File: src/rtl/popcount_serial.sv
// Serial population counter: counts ones (or zeros) of an operand, BITS_PER_CYC bits per clock.
// Optional feature macro POPCNT_EARLY_EXIT_EN ends the count once the unshifted remainder is zero.
module popcount_serial #(
   parameter int DATA_W       = 16,
   parameter int BITS_PER_CYC = 1,
   parameter int CNT_W        = $clog2(DATA_W + 1)
) (
   input  logic              clk,
   input  logic              reset,
   input  logic              start,
   input  logic              mode,
   input  logic [DATA_W-1:0] i_a,
   output logic              busy,
   output logic              done,
   output logic [CNT_W-1:0]  no_ones
);

   localparam int N = DATA_W / BITS_PER_CYC;
   localparam logic [CNT_W-1:0] LAST_IDX = CNT_W'(N - 1);

   typedef enum logic {
      IDLE,
      COUNT
   } state_t;

   state_t            state, state_next;
   logic [DATA_W-1:0] opnd, opnd_next, opnd_shift, operand;
   logic [CNT_W-1:0]  acc, acc_next, cnt, cnt_next;
   logic [CNT_W-1:0]  chunk_sum, sum, no_ones_next;
   logic              done_next, last_chunk, fast_zero;

   always_ff @(posedge clk) begin
      if (reset) begin
         state   <= IDLE;
         opnd    <= '0;
         acc     <= '0;
         cnt     <= '0;
         no_ones <= '0;
         done    <= 1'b0;
      end else begin
         state   <= state_next;
         opnd    <= opnd_next;
         acc     <= acc_next;
         cnt     <= cnt_next;
         no_ones <= no_ones_next;
         done    <= done_next;
      end
   end

   always_comb begin
      chunk_sum = '0;
      for (int i = 0; i < BITS_PER_CYC; i++) begin
         chunk_sum = chunk_sum + CNT_W'(opnd[i]);
      end
      sum        = acc + chunk_sum;
      opnd_shift = opnd >> BITS_PER_CYC;
      operand    = mode ? ~i_a : i_a;

      last_chunk = (cnt == '0);
      fast_zero  = 1'b0;
`ifdef POPCNT_EARLY_EXIT_EN
      last_chunk = last_chunk || (opnd_shift == '0);
      // Skipping COUNT entirely is only allowed outside a done cycle so done never pulses twice in a row.
      fast_zero  = (operand == '0) && !done;
`endif

      state_next   = state;
      opnd_next    = opnd;
      acc_next     = acc;
      cnt_next     = cnt;
      no_ones_next = no_ones;
      done_next    = 1'b0;

      case (state)
         IDLE: begin
            if (start) begin
               if (fast_zero) begin
                  no_ones_next = '0;
                  done_next    = 1'b1;
               end else begin
                  opnd_next  = operand;
                  acc_next   = '0;
                  cnt_next   = LAST_IDX;
                  state_next = COUNT;
               end
            end
         end
         COUNT: begin
            acc_next  = sum;
            opnd_next = opnd_shift;
            if (last_chunk) begin
               no_ones_next = sum;
               done_next    = 1'b1;
               state_next   = IDLE;
            end else begin
               cnt_next = cnt - CNT_W'(1);
            end
         end
         default: state_next = IDLE;
      endcase
   end

   assign busy = (state == COUNT);

endmodule

File: config.mk
export PLATFORM = sky130hd
export DESIGN_NAME = popcount_serial
export DESIGN_NICKNAME = d
export VERILOG_FILES = /design/src/rtl/popcount_serial.sv
export SDC_FILE = /design/constraint.sdc
export NUM_CORES = 1
export LEC_CHECK = 0
export CORE_ASPECT_RATIO = 1.1
export CORE_MARGIN = 2
export CORE_UTILIZATION = 44
export CTS_CLUSTER_DIAMETER = 50
export DETAILED_ROUTE_END_ITERATION = 12
export PLACE_DENSITY = 0.72
export SLEW_MARGIN = 20
export SYNTH_ARGS = -nofsm -noshare
export SYNTH_HDL_FRONTEND = slang
export SYNTH_SLANG_ARGS = --single-unit
File: constraint.sdc
create_clock -name clk -period 1.3 [get_ports clk]
set_input_delay 0.13 -clock clk [delete_from_list [all_inputs] [get_ports clk]]
set_output_delay 0.13 -clock clk [all_outputs]
set_load 0.005 [all_outputs]
==> results.yml, run 1 <==
status:
  status: "complete, but fails checks"
  violations: "negative setup slack"
clocking:
  clk_latency_ns: 0.34
  cts_made_buffers: 5
  clock_path_buffers: 2
  cts_tree: "yes"
  ctsHoldBuffers: 0
  htree_levels: 2
  cts-root-buf: "clkbuf_4"
  clk_pin_slew_ns: 0.09
  clock-sinks: 33
synth:
  synth_seq_cells: 33
  ys_types: 33
  syn_area_per_cell_sq_um: 9.31
  ys_seq_area_share_pct: 41.3
  syn_nets: 195
  syn_inst: 172
  yosys_warnings: 0
  yosysTopAreaCell: "dfxtp_1"
  ys.flop_type: "dfxtp_1"
  synth_area_leaders: "dfxtp_1 (41%), mux2i_1 (10%), xor2_1 (9.3%)"
  yosysTopAreaCellShare_pct: 41.3
  synthesis.area_sq_um: 1600
  async_reset_ff_share_pct: 0
  synth_edf_count: 0
cells_and_area:
  antennaDiodeCount: 0
  final_cell_mix: "dfxtp_1 (25), nand2_1 (19), clkdlybuf4s50_1 (19)"
  layout_commonest_cell: "dfxtp_1"
  area_growth_pct: 37.6
  layout-drive-gt1-share_pct: 23.7
  fillers: 288
  design_area_sq_um: 2200
  finalNetCount: 234
  utilization_pct: 64.6
sta:
  fin_tns_setup_ns: -0.188
  grt_setup_unrepaired: "yes"
  setup_viol: 4
  period_minus_slack_ns: 1.41
  drv_slew: 0
  tightestPinTransition_ns: 0.299
  min_period_over_period_pct: 108
  clock_skew_ns: 0.0104
  fmax_mhz: 711
  slew_headroom_pct: 79.8
  timing_hold_violations_final: 0
  worst_slack_ns: -0.107
global_routing:
  grt_max_degree: 25
  overflow: 0
  grt_pass1_wl_microns: 6150
  track_usage_pct: 20.2
  antenna_found_initial: 0
  grt_pass1_vias: 1420
worst_setup_path:
  r2r-end: "cnt[0]"
  path_buf_inv: 1
  crit_path_start: "cnt[0]"
  critical_path.max_fanout: 3
  crit_type: "register to register"
  crit_chain: "inv_2 > ha_4 > or4b_4 > a31o_1 > a21oi_2"
  end_kind: "register"
  max_stage_delay_ns: 0.48
  arrival_ns: 1.68
  slowest_stage: "or4b_4"
  start_kind: "register"
  reg2reg_depth: 5
  path_delay_family: "simple AND/OR/NAND/NOR gates"
  r2r-start: "cnt[0]"
  worstPathRequired_ns: 1.58
  r2r_setup_slack_ns: -0.11
drt:
  viasPerCell: 5.40
  drtAntennaViolNets: 0
  route.detailed.drc: 0
  wl_per_cell_microns: 13.8
  vias: 1398
  first_pass_iters: 4
  wl_microns: 3580
  drt_iter0_drc: 67
die:
  core_sq_um: 3410
  dieArea_sq_um: 4140
  start_util_pct: 46.9
  die_h_microns: 67.3
  num_rows: 22
  io_pins: 27
  die_x_microns: 61.5
placed_design:
  post_dp_cell_area_sq_um: 2010
  place_congestion: 0.788
  hpwl_microns: 2440
  pre_cts_slack_ns: -0.118
  io_buffers: 26
run:
  cap_viol_max_count: 0
min_path:
  min_delay_path_depth: 3
  hp-start: "i_a[15]"
  hold_end: "opnd[15]"
  hold_class: "primary input to register"
power_and_ir_drop:
  leakage_nw: 0.891
  total_power_w: 0.00226
  max-vdd-ir-drop_mv: 0.591
  powerDensity_nw_per_um2: 1020
## worst reg2reg max path, stage by stage (launching register included)
cell     delay [ns]
dfxtp_2        0.34
inv_2          0.07
ha_4           0.12
or4b_4         0.48
a31o_1         0.23
a21oi_2        0.10
## routing by layer
metal / global-route usage (%) / vias to the layer above / part of all wire (%)
met3: 5.75 / 11 / 4.2
met4: 7.71 / 0 / 3.0
met2: 34.9 / 36 / 51
met5: 0 / - / 0
li1: - / 691 / -
met1: 23.1 / 660 / 42
## cells in the mapped netlist, types with 2 or more instances
cell type	count
dfxtp_1	33
ha_1	3
nand3_1	7
nor3b_1	2
mux2i_1	16
a31o_1	2
o21ai_0	4
xnor2_1	2
xor2_1	17
buf_6	2
a21oi_1	10
nand2_1	19
a31oi_1	2
buf_2	3
a211oi_1	4
o22ai_1	15
nor2_1	7
inv_1	4
clkbuf_1	6
## area by class of cell
class	count	area [sq um]	area share (%)
clock buffer	7	55.1	2.50
sequential	33	673	30.6
inverter	4	15.0	0.681
multi-input combinational	122	945	42.9
timing repair buffer	45	455	20.7
tap	48	60.1	2.73
## per-stage QoR
stage,cells,hold slack [ns]
after CTS,257,0.438
after global placement,247,0.452
after floorplan,172,0.222
after detailed placement,247,0.462
final,259,0.445
after global routing,259,0.459
## where the power goes
group | internal [W] | total [W] | switching, W | leakage, nW
Combinational | 0.000294 | 0.000540 | 0.000246 | 0.586
Clock | 0.000255 | 0.000595 | 0.000340 | 0.0314
Sequential | 0.00108 | 0.00112 | 0.0000382 | 0.274
Total | 0.00163 | 0.00226 | 0.000624 | 0.891
## logic make-up after synthesis
family / count (synthesis) / share of synthesized area (%)
simple gates: 44 / 14.1
flops: 33 / 41.2
mux: 16 / 10.0
fa+ha+maj: 3 / 2.34
buf+inv: 17 / 6.01
xor+xnor: 19 / 10.4
compound gates: 40 / 15.9
## how the worst max path moves through the flow
stage / end / cells past startpoint / slack, ns
floorplan: cnt[0] / 5 / -0.04
global placement: cnt[0] / 5 / -0.03
detailed placement: cnt[0] / 5 / -0.12
CTS: cnt[0] / 5 / -0.08
global route: cnt[0] / 5 / -0.14
finish: cnt[0] / 5 / -0.11
## repair_timing
| item | 4_1_cts | 5_1_grt |
|---|---|---|
| gates cloned | 0 | 0 |
| hold endpoints to repair | 0 | 0 |
| pin swaps | 2 | 5 |
| buffers inserted | 3 | 2 |
| endpoints found under the setup margin | 14 | 15 |
| resized for setup | 17 | 13 |
## registers in the layout, indices dropped and copies added, names as in the netlist
register,cells
cnt,5
done,1
opnd,16
no_ones,5
busy,1
acc,5
No activity file was read; power rests on OpenSTA's default activity.
==> run 2, diff against run 1 <==
--- a/config.mk
+++ b/config.mk
@@ -5,6 +5,7 @@
 export SDC_FILE = /design/constraint.sdc
 export NUM_CORES = 1
 export LEC_CHECK = 0
+export CAP_MARGIN = 5
 export CORE_ASPECT_RATIO = 1.1
 export CORE_MARGIN = 2
 export CORE_UTILIZATION = 44
==> results of run 2 <==
The final DEF is identical to that of run 1; final timing and power are the same.
==> run 3, diff against run 2 <==
--- a/config.mk
+++ b/config.mk
@@ -11,6 +11,7 @@
 export CORE_UTILIZATION = 44
 export CTS_CLUSTER_DIAMETER = 50
 export DETAILED_ROUTE_END_ITERATION = 12
+export GPL_ROUTABILITY_DRIVEN = 0
 export PLACE_DENSITY = 0.72
 export SLEW_MARGIN = 20
 export SYNTH_ARGS = -nofsm -noshare
==> results of run 3 <==
The final DEF is identical to that of run 1; final timing and power are the same.
